### config.mk
export PLATFORM = sky130hd
export DESIGN_NAME = instruction_fetch_stage
export DESIGN_NICKNAME = d
export VERILOG_FILES = /design/src/rtl/instruction_fetch_stage_pkg.sv /design/src/rtl/instruction_fetch_stage_pc_unit.sv /design/src/rtl/instruction_fetch_stage.sv
export SDC_FILE = /design/constraint.sdc
export NUM_CORES = 1
export LEC_CHECK = 0
export ABC_AREA = 1
export CAP_MARGIN = 15
export CELL_PAD_IN_SITES_DETAIL_PLACEMENT = 0
export CELL_PAD_IN_SITES_GLOBAL_PLACEMENT = 1
export CORE_MARGIN = 10
export CORE_UTILIZATION = 31
export DETAILED_ROUTE_END_ITERATION = 7
export GPL_TIMING_DRIVEN = 0
export MAX_ROUTING_LAYER = met4
export PLACE_DENSITY_LB_ADDON = 0.1
export SKIP_CTS_REPAIR_TIMING = 1
export SLEW_MARGIN = 20
export SYNTH_ARGS = -nofsm -noshare
export SYNTH_HDL_FRONTEND = slang
export SYNTH_SLANG_ARGS = --single-unit
### constraint.sdc
create_clock -name clk -period 1.6 [get_ports clk]
set_input_delay 0.32 -clock clk [delete_from_list [all_inputs] [get_ports clk]]
set_output_delay 0.32 -clock clk [all_outputs]
set_load 0.02 [all_outputs]
### src/rtl/instruction_fetch_stage_pkg.sv
// Shared definitions for the instruction fetch stage and its consumers.
//   - Default instruction / address widths.
//   - NOP_INSTR: the encoding written into IF/ID for a bubble. Decode uses it
//     for NOP detection.
//   - fetch_state_t: 2-bit fetch FSM encodings.
//   - pc_sel_t: select for the next-pc mux in fetch_pc_unit.
//   - sat_inc32: saturating 32-bit increment, used by the optional
//     performance counters.
package instruction_fetch_stage_pkg;

  localparam int unsigned IF_ADDR_W  = 32;
  localparam int unsigned IF_INSTR_W = 16;

  localparam logic [IF_INSTR_W-1:0] NOP_INSTR = 16'h0000;

  typedef enum logic [1:0] {
    S_VEC_LO = 2'd0,
    S_VEC_HI = 2'd1,
    S_RUN    = 2'd2,
    S_HOLD   = 2'd3
  } fetch_state_t;

  typedef enum logic [1:0] {
    PC_HOLD     = 2'd0,
    PC_INC      = 2'd1,
    PC_REDIRECT = 2'd2,
    PC_VECTOR   = 2'd3
  } pc_sel_t;

  function automatic logic [31:0] sat_inc32(input logic [31:0] v);
    sat_inc32 = (v == 32'hFFFF_FFFF) ? v : v + 32'd1;
  endfunction

endpackage

### src/rtl/instruction_fetch_stage_pc_unit.sv
// fetch_pc_unit: program counter register with its next-pc mux and +1 adder.
// Ports:
//   clk, reset   clock / synchronous active-high reset (pc clears to 0)
//   pc_sel       next-pc select: hold, increment, redirect target, vector load
//   redirect_pc  branch/jump target
//   vec_pc       reset vector assembled from the two vector halves
//   pc           current pc
//   pc_plus1     pc + 1, modulo 2^ADDR_W
module fetch_pc_unit
  import instruction_fetch_stage_pkg::*;
#(
  parameter int unsigned ADDR_W = IF_ADDR_W
) (
  input  logic              clk,
  input  logic              reset,
  input  pc_sel_t           pc_sel,
  input  logic [ADDR_W-1:0] redirect_pc,
  input  logic [ADDR_W-1:0] vec_pc,
  output logic [ADDR_W-1:0] pc,
  output logic [ADDR_W-1:0] pc_plus1
);

  logic [ADDR_W-1:0] pc_q;
  logic [ADDR_W-1:0] pc_d;

  // Carry out of the adder is dropped so pc wraps from all-ones to zero.
  assign pc_plus1 = pc_q + ADDR_W'(1);
  assign pc       = pc_q;

  always_comb begin
    pc_d = pc_q;
    case (pc_sel)
      PC_INC:      pc_d = pc_plus1;
      PC_REDIRECT: pc_d = redirect_pc;
      PC_VECTOR:   pc_d = vec_pc;
      default:     pc_d = pc_q;
    endcase
  end

  always_ff @(posedge clk) begin
    if (reset) pc_q <= '0;
    else       pc_q <= pc_d;
  end

endmodule

### src/rtl/instruction_fetch_stage.sv
// instruction_fetch_stage: IF stage feeding the IF/ID register.
// After reset it reads a 32-bit reset vector (low half at VEC_ADDR, high half
// at VEC_ADDR+1), then fetches one INSTR_W word per cycle from a combinational
// instruction memory. Handles decode stall, flush, branch redirect and a hold
// while the program loader owns memory.
// Ports:
//   clk, reset            clock / synchronous active-high reset
//   imem_addr, imem_rdata instruction-memory word address and same-cycle data
//   load_busy             loader owns memory; fetch must not advance
//   stall_id              decode cannot accept; hold IF/ID and pc
//   flush                 kill the instruction in IF/ID
//   redirect_valid/pc     load pc from redirect_pc
//   if_id_valid/instr/pc/pc_next   IF/ID register contents
// Optional feature (macro FETCH_PERF_CNT_EN): adds perf_fetched / perf_bubbles
// saturating counters, frozen while stall_id is high.
module instruction_fetch_stage
  import instruction_fetch_stage_pkg::*;
#(
  parameter int unsigned        ADDR_W   = IF_ADDR_W,
  parameter int unsigned        INSTR_W  = IF_INSTR_W,
  parameter logic [ADDR_W-1:0]  VEC_ADDR = '0
) (
  input  logic               clk,
  input  logic               reset,
  output logic [ADDR_W-1:0]  imem_addr,
  input  logic [INSTR_W-1:0] imem_rdata,
  input  logic               load_busy,
  input  logic               stall_id,
  input  logic               flush,
  input  logic               redirect_valid,
  input  logic [ADDR_W-1:0]  redirect_pc,
  output logic               if_id_valid,
  output logic [INSTR_W-1:0] if_id_instr,
  output logic [ADDR_W-1:0]  if_id_pc,
  output logic [ADDR_W-1:0]  if_id_pc_next
`ifdef FETCH_PERF_CNT_EN
  ,
  output logic [31:0]        perf_fetched,
  output logic [31:0]        perf_bubbles
`endif
);

  localparam logic [INSTR_W-1:0] NOP_W = INSTR_W'(NOP_INSTR);

  fetch_state_t       state_q, state_d;
  logic [INSTR_W-1:0] vec_lo_q, vec_lo_d;
  logic               if_id_valid_q, if_id_valid_d;
  logic [INSTR_W-1:0] if_id_instr_q, if_id_instr_d;
  logic [ADDR_W-1:0]  if_id_pc_q, if_id_pc_d;
  logic [ADDR_W-1:0]  if_id_pc_next_q, if_id_pc_next_d;

  pc_sel_t            pc_sel;
  logic [ADDR_W-1:0]  pc;
  logic [ADDR_W-1:0]  pc_plus1;
  logic [ADDR_W-1:0]  vec_pc;
  logic               fetch_wr;   // a real word is written into IF/ID
  logic               bubble_wr;  // a bubble is written into IF/ID

  // The vector is ADDR_W wide, built from the high half on the bus and the
  // latched low half.
  assign vec_pc = ADDR_W'({imem_rdata, vec_lo_q});

  fetch_pc_unit #(
    .ADDR_W(ADDR_W)
  ) u_pc (
    .clk        (clk),
    .reset      (reset),
    .pc_sel     (pc_sel),
    .redirect_pc(redirect_pc),
    .vec_pc     (vec_pc),
    .pc         (pc),
    .pc_plus1   (pc_plus1)
  );

  always_comb begin
    state_d         = state_q;
    vec_lo_d        = vec_lo_q;
    pc_sel          = PC_HOLD;
    imem_addr       = pc;
    if_id_valid_d   = if_id_valid_q;
    if_id_instr_d   = if_id_instr_q;
    if_id_pc_d      = if_id_pc_q;
    if_id_pc_next_d = if_id_pc_next_q;
    fetch_wr        = 1'b0;
    bubble_wr       = 1'b0;

    case (state_q)
      S_VEC_LO: begin
        imem_addr = VEC_ADDR;
        if (!load_busy) begin
          vec_lo_d = imem_rdata;
          state_d  = S_VEC_HI;
        end
      end

      S_VEC_HI: begin
        imem_addr = VEC_ADDR + ADDR_W'(1);
        if (!load_busy) begin
          pc_sel  = PC_VECTOR;
          state_d = S_RUN;
        end else begin
          // Loader may have rewritten the low half; start the vector over.
          state_d = S_VEC_LO;
        end
      end

      S_RUN, S_HOLD: begin
        imem_addr = pc;
        if (redirect_valid) pc_sel = PC_REDIRECT;

        if (state_q == S_HOLD) begin
          if (!load_busy) state_d = S_RUN;
        end else if (load_busy) begin
          state_d = S_HOLD;
        end

        if (stall_id) begin
          // IF/ID held, but a flush still kills what decode is holding
          // (unless a redirect already bubbles it below).
          if (flush || (redirect_valid && state_q == S_RUN && !load_busy)) begin
            if_id_valid_d = 1'b0;
            if_id_instr_d = NOP_W;
          end
        end else if (state_q == S_HOLD || load_busy || redirect_valid || flush) begin
          if_id_valid_d = 1'b0;
          if_id_instr_d = NOP_W;
          bubble_wr     = 1'b1;
        end else begin
          if_id_valid_d   = 1'b1;
          if_id_instr_d   = imem_rdata;
          if_id_pc_d      = pc;
          if_id_pc_next_d = pc_plus1;
          pc_sel          = PC_INC;
          fetch_wr        = 1'b1;
        end
      end

      default: state_d = S_VEC_LO;
    endcase
  end

  always_ff @(posedge clk) begin
    if (reset) begin
      state_q         <= S_VEC_LO;
      vec_lo_q        <= '0;
      if_id_valid_q   <= 1'b0;
      if_id_instr_q   <= NOP_W;
      if_id_pc_q      <= '0;
      if_id_pc_next_q <= '0;
    end else begin
      state_q         <= state_d;
      vec_lo_q        <= vec_lo_d;
      if_id_valid_q   <= if_id_valid_d;
      if_id_instr_q   <= if_id_instr_d;
      if_id_pc_q      <= if_id_pc_d;
      if_id_pc_next_q <= if_id_pc_next_d;
    end
  end

  assign if_id_valid   = if_id_valid_q;
  assign if_id_instr   = if_id_instr_q;
  assign if_id_pc      = if_id_pc_q;
  assign if_id_pc_next = if_id_pc_next_q;

`ifdef FETCH_PERF_CNT_EN
  logic [31:0] perf_fetched_q, perf_fetched_d;
  logic [31:0] perf_bubbles_q, perf_bubbles_d;

  // fetch_wr / bubble_wr are never set while stall_id is high, which keeps
  // the counters frozen during a stall.
  always_comb begin
    perf_fetched_d = perf_fetched_q;
    perf_bubbles_d = perf_bubbles_q;
    if (fetch_wr)  perf_fetched_d = sat_inc32(perf_fetched_q);
    if (bubble_wr) perf_bubbles_d = sat_inc32(perf_bubbles_q);
  end

  always_ff @(posedge clk) begin
    if (reset) begin
      perf_fetched_q <= '0;
      perf_bubbles_q <= '0;
    end else begin
      perf_fetched_q <= perf_fetched_d;
      perf_bubbles_q <= perf_bubbles_d;
    end
  end

  assign perf_fetched = perf_fetched_q;
  assign perf_bubbles = perf_bubbles_q;
`else
  logic unused_wr;
  assign unused_wr = fetch_wr ^ bubble_wr;
`endif

endmodule

==> results of run 1 <==
[cell families after synthesis]
family | count (synthesis) | share of synthesized area [%]
buffers and inverters | 164 | 10.42
DFF | 131 | 40.24
AOI/OAI and AO/OA | 189 | 17.80
adders and majority gates | 1 | 0.1919
xor gates and xnor gates | 11 | 1.478
and+or+nand+nor | 490 | 29.87
[state kept, by name, summed over array words and instances, names as in the netlist]
name and flops:
if_id_instr 16, if_id_pc 32, if_id_pc_next 32, if_id_valid 1, state_q 2, u_pc.pc 32
vec_lo_q 16
[layout make-up]
| cell class | count | area (µm²) | share of cell area [%] |
|---|---|---|---|
| Antenna cell | 2 | 5.005 | 0.04921 |
| Buffer | 51 | 404.1 | 3.974 |
| Clock buffer | 17 | 425.4 | 4.183 |
| Clock inverter | 15 | 206.4 | 2.030 |
| Inverter | 111 | 431.7 | 4.245 |
| Multi-Input combinational cell | 691 | 3625 | 35.64 |
| Sequential cell | 131 | 2694 | 26.49 |
| Tap cell | 270 | 337.8 | 3.322 |
| Timing Repair Buffer | 186 | 2041 | 20.07 |
[per-stage QoR]
stage | setup slack (ps) | cell area (µm²)
after detailed placement | -662.7 | 8507
after global placement | -695.4 | 8507
after global routing | -138.7 | 10170
after CTS | -1026 | 9139
final | -103.5 | 10170
after floorplan | 87.50 | 6518
[per-layer routing]
layer | GRT usage [%] | vias up | routed length [µm]
li1 | - | 3534 | -
met1 | 25.32 | 3212 | 12970
met2 | 30.82 | 206 | 12520
met5 | - | - | 0
met3 | 4.232 | 42 | 1403
met4 | 7.206 | 0 | 677
[cell usage in the layout, fill, tap and decap left out, types with 4 or more instances in the layout]
cell type	count
xor2_2	5
dfxtp_2	15
clkinv_4	5
nand2_2	25
nand3_1	23
nand3_2	6
bufinv_16	4
inv_1	76
clkbuf_1	14
dlymetal6s2s_1	83
nand2_4	12
a21oi_1	57
nor2_1	159
nand2_1	227
o21ai_2	11
clkbuf_16	19
buf_6	31
a211oi_2	13
nor2_2	22
dfxtp_1	102
buf_4	38
clkbuf_4	4
xor2_1	4
o21ai_1	43
a22oi_1	13
a22oi_2	8
clkdlybuf4s50_1	50
o21ai_0	25
nor2_4	11
buf_2	7
inv_2	32
o211ai_1	5
dfxtp_4	14
a211oi_1	8
[power by group through the flow]
stage / logic, mW / clock network, mW / registers, mW
after global routing: 1.44 / 4.44 / 3.65
after floorplan: 0.616 / 0 / 3.59
after CTS: 1.12 / 4.31 / 3.59
after global placement: 1.11 / 0 / 3.66
after detailed placement: 1.12 / 0 / 3.66
final: 1.33 / 4.25 / 3.64
[worst paths after layout]
kind / endpoint / slack [ps] / depth (start not counted)
worst max-delay path: u_pc.pc[16]$_SDFFE_PP0P_ / -100 / 8
worst min-delay path: state_q[0]$_SDFFE_PP0P_ / 250 / 3
worst max register to register: u_pc.pc[16]$_SDFFE_PP0P_ / -100 / 8
worst min register to register: if_id_instr[0]$_SDFFE_PP0P_ / 460 / 2
[worst reg2reg max path, stage by stage, from the launching register on]
cell	delay, ps
dfxtp_4	430
ha_4	190
inv_1	90
nor2_4	160
nand2_4	110
nor2_1	150
xor2_1	300
nand2_1	90
a21oi_1	120
==> results.cfg, run 1 <==
[sta]
skew_ps = 8.070
finalCritPeriodShare_pct = 106.5
holdWs_ps = 246.9
finalCriticalPeriod_ps = 1703
report.final.hold_viol_count = 0
fin_ws_ps = -103.5
tns_ps = -1516
relSlewSlack_pct = 44.45
max_freq_mhz = 587.0
worst_pin_slew_ps = 833.2
timing.final.max_slew_violations = 0
rsz0062_at_grt = yes
finalSetupViolations = 33

[worst_hold_path]
min_path_type = input port to register
min_from = load_busy

[power_and_ir_drop]
p_leak_nw = 5.708
p_clk_share_pct = 46.1
intPower_mw = 6.563
power_frac_seq_pct = 39.5
combPwrFrac_pct = 14.4
p_switching_mw = 2.650
peakVddDrop_mv = 0.8160
power_per_cell_area_mw_per_mm2 = 905.8
p_total_mw = 9.212
netSwitchingFraction_pct = 28.76

[place]
dp_hpwl_um = 21340
globalplace.congestion = 0.9356
numPortBuffers = 165
dp.cells = 1421

[routing]
vias_per_cell = 4.745
drtIter0Drc = 499
drc = 0
routed_wirelength_um = 27570
final_antenna_net_count = 0
num_vias = 6994
wire_per_inst_um = 18.71
drt_first_pass_iters = 5

[status]
status = finished with violations
violations = setup timing

[synthesis]
async_flop_share_pct = 0
synth_cell_types = 31
synthTopCellsByArea = dfxtp_1 (40%), nand2_1 (15%), nor2_1 (10%)
synthCells = 986
synth_ff_type = dfxtp_1
syn_area_per_cell_um2 = 6.610
ys_seq_area_share_pct = 40.24
synth_top_area_share_pct = 40.24
synth_edf_count = 0
synth_nets = 1041
synth_area_mm2 = 0.006518
yosys_warnings = 0
yosysMostFrequentCell = nand2_1
synth_area_leader_cell = dfxtp_1
synth_common_cells = nand2_1 (257), nor2_1 (182), dfxtp_1 (131)
ys_ff_latch = 131

[layout]
drive_above_1_share_pct = 25.12
final_cells = 1474
nFillCells = 2153
synthToLayoutAreaGrowth_pct = 56.04
utilization_pct = 49.78
layout.nets = 1244

[worst_setup_path]
worst-path-buf-inv = 1
max_stage_delay_ps = 430
cp-end-kind = register
start_kind = register
crit_path_start = u_pc.pc[1]$_SDFFE_PP0P_
cp_cell_sequence = ha_4, inv_1, nor2_4, nand2_4, nor2_1, xor2_1, nand2_1, a21oi_1
slowest_stage = dfxtp_4
crit_fanout = 6
cp_top_family = simple AND/OR/NAND/NOR gates
worstSetupPathType = register to register
reg2reg_from = u_pc.pc[1]$_SDFFE_PP0P_
crit_required_ps = 1960
critPathArrivalTime_ps = 2060

[die]
die_h_um = 165.0
die_w_um = 165.0
coreArea_mm2 = 0.02043
std_cell_rows = 52
io_pins = 167
dieArea_mm2 = 0.02722
start_util_pct = 31.90

[clock_tree]
cts_tree = yes
cts_max_level = 4
clkSlewWorstSetupHoldPaths_ps = 60
cts_buffer_depth = 2
clk-insertion-delay-late_ps = 430
cts_sinks = 131
cts_buffers = 17
root_buffer = clkbuf_16

[job]
drv_cap = 0

[global_route]
grt_pass1_wl_um = 39880
antenna_found_initial = 2
grt_max_degree = 17
grt.total_usage_pct = 20.00
grt_overflow = 0
grt_pass1_vias = 6926
(Power assumes the default switching activity.)
==> inputs of run 2 (changes only) <==
--- a/config.mk
+++ b/config.mk
@@ -9,6 +9,7 @@
 export CAP_MARGIN = 15
 export CELL_PAD_IN_SITES_DETAIL_PLACEMENT = 0
 export CELL_PAD_IN_SITES_GLOBAL_PLACEMENT = 1
+export CORE_ASPECT_RATIO = 1.4
 export CORE_MARGIN = 10
 export CORE_UTILIZATION = 31
 export DETAILED_ROUTE_END_ITERATION = 7
==> run 2 against run 1 <==
The run still ends with setup timing left. Sequential share of layout area is 0.13 points higher. Clock power down 4.9%. Die area increased by 0.31%. Sequential power about the same. Via count decreased by 0.86%. Count of clock-buffer cells in the layout grew 2. Final cell count decreased by 1.3%. Sequential cell count stayed put. Maximum frequency decreased by 0.64%. Critical path depth shrank 3. Core utilization decreased by 0.83 points. Largest cell class unchanged. Highest routed layer unchanged.
==> results.cfg, run 2 (synthesized netlist as in run 1, its figures left out) <==
[status]
status = finished with violations
violations = setup timing

[worst_setup_path]
critPathArrivalTime_ps = 1390
reg2reg_slack_ps = 40
start_kind = register
worstSetupPathType = register to output pin
crit_fanout = 10
crit_required_ps = 1280
cp-end-kind = output pin

[sta]
max_freq_mhz = 583.3
tns_ps = -1507
worst_pin_slew_ps = 784.8
finalCritPeriodShare_pct = 107.2
relSlewSlack_pct = 47.68
skew_ps = 8.955
rsz0062_at_grt = yes
finalSetupViolations = 31
timing.final.max_slew_violations = 0
fin_ws_ps = -114.5
finalCriticalPeriod_ps = 1714
report.final.hold_viol_count = 0

[routing]
final_antenna_net_count = 0
vias_per_cell = 4.766
drtIter0Drc = 333
drt_first_pass_iters = 5
num_vias = 6934
drc = 0
wire_per_inst_um = 19.32
routed_wirelength_um = 28110

[layout]
final_common_cell = nand2_1
fin_area_mm2 = 0.01010
layout.nets = 1242
diodes = 0
final_cells = 1455
synthToLayoutAreaGrowth_pct = 54.96
layout_common_cells = nand2_1 (245), nor2_1 (153), dfxtp_1 (102)
utilization_pct = 48.94
drive_above_1_share_pct = 22.77

[global_route]
grt_pass1_wl_um = 41650
grt_max_degree = 17
grt_overflow = 0
antenna_found_initial = 0
grt_pass1_vias = 6992
grt.total_usage_pct = 20.81

[power_and_ir_drop]
power_per_cell_area_mw_per_mm2 = 889.2
p_leak_nw = 5.591
p_total_mw = 8.981
peakVddDrop_mv = 0.6186

[job]
drv_cap = 0

[die]
die_h_um = 191.6
die_w_um = 142.5
dieArea_mm2 = 0.02731
coreArea_mm2 = 0.02063
start_util_pct = 31.59
io_pins = 167
std_cell_rows = 62

[clock_tree]
cts_buffer_depth = 2
clkSlewWorstSetupHoldPaths_ps = 60
clk-insertion-delay-late_ps = 420
root_buffer = clkbuf_16
cts_tree = yes
cts_max_level = 4
cts_sinks = 131
cts_buffers = 17

[place]
dp.cells = 1407
placed_cell_area_mm2 = 0.008489
dp_hpwl_um = 22260
numPortBuffers = 165
globalplace.congestion = 0.9201

[worst_hold_path]
min_path_type = input port to register
## run 2: cell types whose count changed in the layout (fill, tap and decap cells not counted), sizes merged
cell | previous run | this run
clkinvlp | 2 | 4
diode | 2 | 0
bufinv | 4 | 3
clkinv | 7 | 3
clkbuf | 39 | 38
o21ai | 81 | 82
## run 2: critical path, stage by stage (launching register included)
cell and delay, ps:
dfxtp_2 360, buf_8 160, buf_8 150, nand2_1 110
inv_1 70, buf_4 130
## run 2: through the flow
stage / setup slack [ps] / hold slack [ps]
2_1_floorplan: 87.50 / 455.4
3_3_place_gp: -802.3 / 448.8
3_5_place_dp: -778.7 / 451.0
4_1_cts: -1123 / 460.9
5_1_grt: -142.2 / 311.0
6_report: -114.5 / 265.4
## run 2: metal layers
| metal | share of wire (%) | track usage (%) | up-vias |
|---|---|---|---|
| met5 | 0 | - | - |
| met4 | 2.5 | 6.961 | 0 |
| met3 | 3.9 | 3.551 | 40 |
| met2 | 52 | 36.07 | 173 |
| met1 | 42 | 23.75 | 3185 |
| li1 | - | - | 3536 |
## run 2: path summary, 6_finish.rpt
check / startpoint / to / cells after the start
worst max-delay path: state_q[1]$_SDFFE_PP0P_ / imem_addr[22] / 5
worst max register to register: u_pc.pc[1]$_SDFFE_PP0P_ / u_pc.pc[16]$_SDFFE_PP0P_ / 9
worst min-delay path: load_busy / state_q[0]$_SDFFE_PP0P_ / 3
worst min register to register: if_id_instr[15]$_SDFFE_PP0P_ / if_id_instr[15]$_SDFFE_PP0P_ / 2
## run 2: report_power, final
part           switching (mW)  total (mW)  internal (mW)
Sequential              0.208        3.62           3.41
Clock                    1.55        4.04           2.49
Combinational           0.786        1.32          0.535
## run 2: layout make-up
class	count	area [µm²]
clock buffer	19	442.9
clock inverter	12	156.4
timing repair buffer	183	2036
inverter	111	429.2
tap	256	320.3
multi-input combinational	692	3581
sequential	131	2689
fill	2144	10540
buffer	51	445.4
